[src/rtl/ps2_host_tx.sv]
// PS/2 host-to-device transmitter behind a ZX-Uno register.
// A CPU write to PS2TXREG sends one byte to the device. A CPU read of the same
// register returns {busy, ack_error, timeout, 5'b0}.
// Optional build macro: PS2_TX_GLITCH_FILTER_EN. It adds an 8-sample
// level filter on the synced PS/2 clock line.
module ps2_host_tx #(
  parameter int         CLKFREQ  = 28000000,
  parameter logic [7:0] PS2TXREG = 8'h07
) (
  input  logic       clk,
  input  logic       rst_n,
  input  logic [7:0] zxuno_addr,
  input  logic       zxuno_regrd,
  input  logic       zxuno_regwr,
  input  logic [7:0] din,
  output logic [7:0] dout,
  output logic       oe_n,
  input  logic       ps2clk_in,
  input  logic       ps2data_in,
  output logic       ps2clk_oe,
  output logic       ps2data_oe,
  output logic       busy,
  output logic       tx_done
);

  // Phase lengths in clk cycles. Each is clamped to at least one cycle.
  localparam int N_INH = (CLKFREQ / 10000   < 1) ? 1 : CLKFREQ / 10000;
  localparam int N_ST  = (CLKFREQ / 1000000 < 1) ? 1 : CLKFREQ / 1000000;
  localparam int N_TO  = (CLKFREQ / 50      < 1) ? 1 : CLKFREQ / 50;
  localparam int TW    = $clog2(N_TO + 1);
  localparam logic [TW-1:0] INH_LAST = TW'(N_INH - 1);
  localparam logic [TW-1:0] ST_LAST  = TW'(N_ST - 1);
  localparam logic [TW-1:0] TO_LAST  = TW'(N_TO - 1);

  typedef enum logic [2:0] {
    S_IDLE     = 3'd0,
    S_INHIBIT  = 3'd1,
    S_START    = 3'd2,
    S_BITS     = 3'd3,
    S_ACK      = 3'd4,
    S_WAITIDLE = 3'd5
  } state_t;

  // Odd parity: the parity bit makes the total count of ones odd.
  function automatic logic odd_parity(input logic [7:0] d);
    return ~^d;
  endfunction

  state_t        state_q, state_d;
  logic [TW-1:0] cnt_q, cnt_d;
  logic [3:0]    bit_cnt_q, bit_cnt_d;
  logic [7:0]    data_q, data_d;
  logic          clk_oe_q, clk_oe_d;
  logic          data_oe_q, data_oe_d;
  logic          busy_q, busy_d;
  logic          tx_done_q, tx_done_d;
  logic          ack_err_q, ack_err_d;
  logic          timeout_q, timeout_d;

  logic clk_meta_q, clk_sync_q, data_meta_q, data_sync_q;
  logic clk_prev_q;
  logic clk_lvl_s, fall_s, wr_hit_s, rd_hit_s;

  // Two-flop synchronizers for both pad inputs. They reset to the idle-high level.
  always_ff @(posedge clk or negedge rst_n) begin
    if (!rst_n) begin
      clk_meta_q  <= 1'b1;
      clk_sync_q  <= 1'b1;
      data_meta_q <= 1'b1;
      data_sync_q <= 1'b1;
    end else begin
      clk_meta_q  <= ps2clk_in;
      clk_sync_q  <= clk_meta_q;
      data_meta_q <= ps2data_in;
      data_sync_q <= data_meta_q;
    end
  end

`ifdef PS2_TX_GLITCH_FILTER_EN
  logic [7:0] filt_sh_q, filt_sh_d;
  logic       filt_q, filt_d;

  // The filter level changes only after eight equal consecutive samples.
  always_comb begin
    filt_sh_d = {filt_sh_q[6:0], clk_sync_q};
    if (filt_sh_q == 8'hFF) begin
      filt_d = 1'b1;
    end else if (filt_sh_q == 8'h00) begin
      filt_d = 1'b0;
    end else begin
      filt_d = filt_q;
    end
  end

  // Filter shift register and output level.
  always_ff @(posedge clk or negedge rst_n) begin
    if (!rst_n) begin
      filt_sh_q <= 8'hFF;
      filt_q    <= 1'b1;
    end else begin
      filt_sh_q <= filt_sh_d;
      filt_q    <= filt_d;
    end
  end

  assign clk_lvl_s = filt_q;
`else
  assign clk_lvl_s = clk_sync_q;
`endif

  // Previous clock-line level. It is used to detect falling edges.
  always_ff @(posedge clk or negedge rst_n) begin
    if (!rst_n) begin
      clk_prev_q <= 1'b1;
    end else begin
      clk_prev_q <= clk_lvl_s;
    end
  end

  assign fall_s   = clk_prev_q & ~clk_lvl_s;
  assign wr_hit_s = (zxuno_addr == PS2TXREG) && zxuno_regwr;
  assign rd_hit_s = (zxuno_addr == PS2TXREG) && zxuno_regrd;

  // Transfer FSM: next state, counters, registered line drives and status flags.
  always_comb begin
    state_d   = state_q;
    cnt_d     = cnt_q;
    bit_cnt_d = bit_cnt_q;
    data_d    = data_q;
    clk_oe_d  = clk_oe_q;
    data_oe_d = data_oe_q;
    busy_d    = busy_q;
    tx_done_d = 1'b0;
    ack_err_d = ack_err_q;
    timeout_d = timeout_q;
    case (state_q)
      S_IDLE: begin
        clk_oe_d  = 1'b0;
        data_oe_d = 1'b0;
        busy_d    = 1'b0;
        if (wr_hit_s) begin
          data_d    = din;
          ack_err_d = 1'b0;
          timeout_d = 1'b0;
          cnt_d     = '0;
          clk_oe_d  = 1'b1;
          busy_d    = 1'b1;
          state_d   = S_INHIBIT;
        end else begin
          state_d = S_IDLE;
        end
      end
      S_INHIBIT: begin
        if (cnt_q == INH_LAST) begin
          cnt_d     = '0;
          data_oe_d = 1'b1;
          state_d   = S_START;
        end else begin
          cnt_d = cnt_q + TW'(1);
        end
      end
      S_START: begin
        if (cnt_q == ST_LAST) begin
          cnt_d     = '0;
          bit_cnt_d = 4'd0;
          clk_oe_d  = 1'b0;
          state_d   = S_BITS;
        end else begin
          cnt_d = cnt_q + TW'(1);
        end
      end
      S_BITS, S_ACK, S_WAITIDLE: begin
        if (cnt_q == TO_LAST) begin
          // The device stopped responding. Give up and report a timeout.
          cnt_d     = '0;
          clk_oe_d  = 1'b0;
          data_oe_d = 1'b0;
          busy_d    = 1'b0;
          tx_done_d = 1'b1;
          timeout_d = 1'b1;
          state_d   = S_IDLE;
        end else begin
          cnt_d = cnt_q + TW'(1);
          if (state_q == S_BITS) begin
            if (fall_s) begin
              bit_cnt_d = bit_cnt_q + 4'd1;
              if (bit_cnt_q < 4'd8) begin
                data_oe_d = ~data_q[bit_cnt_q[2:0]];
              end else if (bit_cnt_q == 4'd8) begin
                data_oe_d = ~odd_parity(data_q);
              end else begin
                data_oe_d = 1'b0;
                state_d   = S_ACK;
              end
            end else begin
              bit_cnt_d = bit_cnt_q;
            end
          end else if (state_q == S_ACK) begin
            data_oe_d = 1'b0;
            if (fall_s) begin
              ack_err_d = data_sync_q;
              state_d   = S_WAITIDLE;
            end else begin
              state_d = S_ACK;
            end
          end else begin
            clk_oe_d  = 1'b0;
            data_oe_d = 1'b0;
            if (clk_lvl_s && data_sync_q) begin
              cnt_d     = '0;
              busy_d    = 1'b0;
              tx_done_d = 1'b1;
              state_d   = S_IDLE;
            end else begin
              state_d = S_WAITIDLE;
            end
          end
        end
      end
      default: begin
        state_d   = S_IDLE;
        cnt_d     = '0;
        clk_oe_d  = 1'b0;
        data_oe_d = 1'b0;
        busy_d    = 1'b0;
      end
    endcase
  end

  // State and datapath registers. A reset aborts any transfer silently.
  always_ff @(posedge clk or negedge rst_n) begin
    if (!rst_n) begin
      state_q   <= S_IDLE;
      cnt_q     <= '0;
      bit_cnt_q <= 4'd0;
      data_q    <= 8'h00;
      clk_oe_q  <= 1'b0;
      data_oe_q <= 1'b0;
      busy_q    <= 1'b0;
      tx_done_q <= 1'b0;
      ack_err_q <= 1'b0;
      timeout_q <= 1'b0;
    end else begin
      state_q   <= state_d;
      cnt_q     <= cnt_d;
      bit_cnt_q <= bit_cnt_d;
      data_q    <= data_d;
      clk_oe_q  <= clk_oe_d;
      data_oe_q <= data_oe_d;
      busy_q    <= busy_d;
      tx_done_q <= tx_done_d;
      ack_err_q <= ack_err_d;
      timeout_q <= timeout_d;
    end
  end

  // Status readback. The bus is driven only while the CPU reads this register.
  always_comb begin
    if (rd_hit_s) begin
      oe_n = 1'b0;
      dout = {busy_q, ack_err_q, timeout_q, 5'b00000};
    end else begin
      oe_n = 1'b1;
      dout = 8'hFF;
    end
  end

  assign ps2clk_oe  = clk_oe_q;
  assign ps2data_oe = data_oe_q;
  assign busy       = busy_q;
  assign tx_done    = tx_done_q;

endmodule

[config.mk]
export PLATFORM = sky130hd
export DESIGN_NAME = ps2_host_tx
export DESIGN_NICKNAME = d
export VERILOG_FILES = /design/src/rtl/ps2_host_tx.sv
export SDC_FILE = /design/constraint.sdc
export NUM_CORES = 1
export LEC_CHECK = 0
export ABC_AREA = 0
export CORE_AREA = 4 4 82 84
export DETAILED_ROUTE_END_ITERATION = 6
export DIE_AREA = 0 0 86 88
export PLACE_DENSITY = 0.7
export SYNTH_ARGS = -nofsm -noshare
export SYNTH_HDL_FRONTEND = slang
export SYNTH_SLANG_ARGS = --single-unit
[constraint.sdc]
create_clock -name clk -period 2.3 [get_ports clk]
set_input_delay 0.23 -clock clk [delete_from_list [all_inputs] [get_ports clk]]
set_output_delay 0.23 -clock clk [all_outputs]
set_load 0.05 [all_outputs]
==> flow_summary.json <==
{
  "status": "completed",
  "die-area_um2": 7570,
  "placed_cells": 388,
  "hold_path.class": "in2reg",
  "p_leak_nw": 1.41,
  "ys_dominant_reg_cell": "dfrtp_1",
  "htreeDepth": 2,
  "wirelength_met1_um": 2720,
  "synth_compound_area_frac": 0.126,
  "cp-start-kind": "flip-flop",
  "seqCellArea_um2": 1160,
  "r2r_slack_ns": 0.03,
  "yosys-top-cells-area": "dfrtp_1 (39%), dfstp_2 (5.0%), nor2_1 (4.0%)",
  "wirelength_um": 6090,
  "clock_skew_ns": 0.00644,
  "first_iter_violations": 139,
  "routed_via_density": 5.53,
  "cts.clk_slew.worst_paths_ns": 0.10,
  "hold_violations": 0,
  "tightest_slew_ns": 0.500,
  "arrival_ns": 2.46,
  "rsz0062_at_grt": "yes",
  "async_flop_share": 1.00,
  "reg2regPathDepth": 6,
  "grt_use_total": 0.167,
  "synth-simple-area-share": 0.237,
  "grt_pass1_vias": 2163,
  "power.density_nw_per_um2": 435,
  "fin_cells": 397,
  "grt_pass1_wl_um": 10100,
  "synth_area_um2": 2620,
  "ant_nets": 0,
  "synth_fa_ha_area_frac": 0.0143,
  "initial_utilization": 0.442,
  "ys_warn_count": 0,
  "diodes": 0,
  "top_layer": "met4",
  "synthesis.instances": 266,
  "cap_violations": 0,
  "post_drt_wl_per_cell_um": 15.3,
  "synth_top_family_by_area": "simple AND/OR/NAND/NOR gates",
  "fin_util": 0.555,
  "peakVddDrop_mv": 0.292,
  "die_h_um": 88,
  "grt_antenna_before_repair": 0,
  "cts_tree": "yes",
  "cts_root_buf": "clkbuf_8",
  "slew_headroom": 0.666,
  "synth_top_area_cell": "dfrtp_1",
  "ys_seq_area_frac": 0.442,
  "yosysTopAreaCellShare": 0.392,
  "synth_cell_type_count": 58,
  "fillers": 525,
  "avgSynthCellArea_um2": 9.84,
  "reg2reg_to": "cnt_q[0]$_DFFE_PN0P_",
  "drive_gt1_frac": 0.242,
  "cts.path.max_buffers": 2,
  "drv_slew": 0,
  "worst_skew_pair.late_latency_ns": 0.31,
  "core_um2": 5920,
  "area.growth.synth_to_final_pct": 25.5,
  "synth_top_cells_by_count": "dfrtp_1 (41), nor2_1 (28), nand2_1 (16), nand3_1 (15)",
  "fin_total_pwr_mw": 1.43,
  "clock_sinks": 46,
  "hold_depth": 1,
  "synthMuxAreaShare": 0.0674,
  "ios": 35,
  "ys_ff_latch": 46,
  "min_to": "data_meta_q$_DFF_PN1_",
  "period_minus_slack_ns": 2.27,
  "dr.pass1.iters": 4,
  "reg2reg_from": "cnt_q[0]$_DFFE_PN0P_",
  "drc": 0,
  "port_buffers": 34,
  "synth_edf_count": 0,
  "fin_crit_sh": 0.985,
  "finalSetupViolations": 0,
  "end_kind": "flip-flop",
  "dr_wl_met2_um": 3030,
  "fmax_mhz": 441,
  "setup_tns_ns": 0,
  "dpl.hpwl_um": 4580,
  "multiInputGateArea_um2": 1380,
  "cts_setup_buffers": 0,
  "num_vias": 2197,
  "synth_most_common_cell": "dfrtp_1",
  "nets": 346,
  "rows": 28,
  "cp_max_fo": 6,
  "synth-xor-area-share": 0.0703,
  "grt_remaining_overflow": 0,
  "worstPathRequired_ns": 2.50,
  "grt_max_degree": 19,
  "cts_buffers": 5,
  "wl_met3_um": 245,
  "die_x_um": 86,
  "synth_nets": 291,
  "gp_congestion": 0.817,
  "holdCritStartpoint": "ps2data_in",
  "critical_path_class": "reg2reg"
}
## cells by family after synthesis
group,count (synthesis)
AOI/OAI and AO/OA,46
xor gates and xnor gates,21
adders and majority gates,3
buffers and inverters,23
DFF,46
muxes,14
and+or+nand+nor,113
## through the flow
step	hold slack (ns)	cell area, um^2	setup WS, ns
5_1_grt	0.303	3290	-0.0228
2_1_floorplan	-0.0656	2620	0.0174
3_3_place_gp	0.190	3150	-0.00359
6_report	0.319	3290	0.0349
3_5_place_dp	0.187	3150	-0.0750
4_1_cts	0.312	3260	0.0138
## metal layers
layer	vias to the layer above	track usage
met4	0	0.0647
met2	46	0.277
li1	1065	-
met3	8	0.0245
met1	1078	0.222
met5	-	0
## critical path, cell delays in order, from the launching register on
cell,delay (ns)
dfrtp_1,0.41
ha_4,0.16
nand4_2,0.10
or4b_1,0.54
o211a_4,0.28
or3_4,0.39
mux2_2,0.27
## cell type report
type | instances | share of cell area
Timing Repair Buffer | 63 | 0.162
Multi-Input combinational cell | 197 | 0.419
Clock inverter | 3 | 0.00800
Clock buffer | 5 | 0.0209
Tap cell | 75 | 0.0286
Sequential cell | 46 | 0.352
Inverter | 8 | 0.00914
## worst max-delay path by stage
stage	start	to	cells past startpoint
final	cnt_q[0]$_DFFE_PN0P_	cnt_q[0]$_DFFE_PN0P_	6
after global placement	zxuno_addr[5]	cnt_q[17]$_DFFE_PN0P_	6
after detailed placement	zxuno_addr[5]	cnt_q[18]$_DFFE_PN0P_	6
after CTS	cnt_q[0]$_DFFE_PN0P_	cnt_q[0]$_DFFE_PN0P_	6
after global routing	zxuno_addr[5]	dout[5]	6
after floorplan	cnt_q[0]$_DFFE_PN0P_	cnt_q[17]$_DFFE_PN0P_	7
## placed cells by master (no fill, tap or decap), drive strengths merged, types with 4 or more instances in the layout
cell type      netlist  layout
a21oi                6       6
xor2                 9       9
dfstp                5       5
o31ai                4       4
nor2b                5       5
xnor2               12      12
nand3               15      15
nor4                 5       5
or3                  4       4
nand2b               4       4
buf                  9      38
clkbuf               6       5
nand4               11      11
clkdlybuf4s50        0      24
nor3                 8       8
or2                  5       5
mux2                 9       9
nand2               16      16
inv                  8      11
nor2                28      28
dfrtp               41      41
o21ai               12      12
## what timing repair did
item | in CTS | in global routing
hold endpoints to repair | 15 | 0
setup endpoints to repair | 1 | 17
gates resized for setup | 1 | 5
gates cloned | 0 | 0
hold buffers | 1 | 0
pin swaps | 0 | 0
## registers in the layout, summed over array words and instances, names as in the netlist
name / count
clk_meta_q: 1
ps2clk_oe: 1
data_meta_q: 1
busy: 1
state_q: 3
data_sync_q: 1
ack_err_q: 1
cnt_q: 20
clk_lvl_s: 1
clk_prev_q: 1
bit_cnt_q: 4
tx_done: 1
ps2data_oe: 1
timeout_q: 1
data_q: 8
## power by group
part	switching (mW)	internal (mW)	total, mW
clock network	0.320	0.226	0.547
registers	0.00350	0.816	0.820
logic	0.0268	0.0369	0.0637
Note: power is estimated with default switching activity, not from simulation.
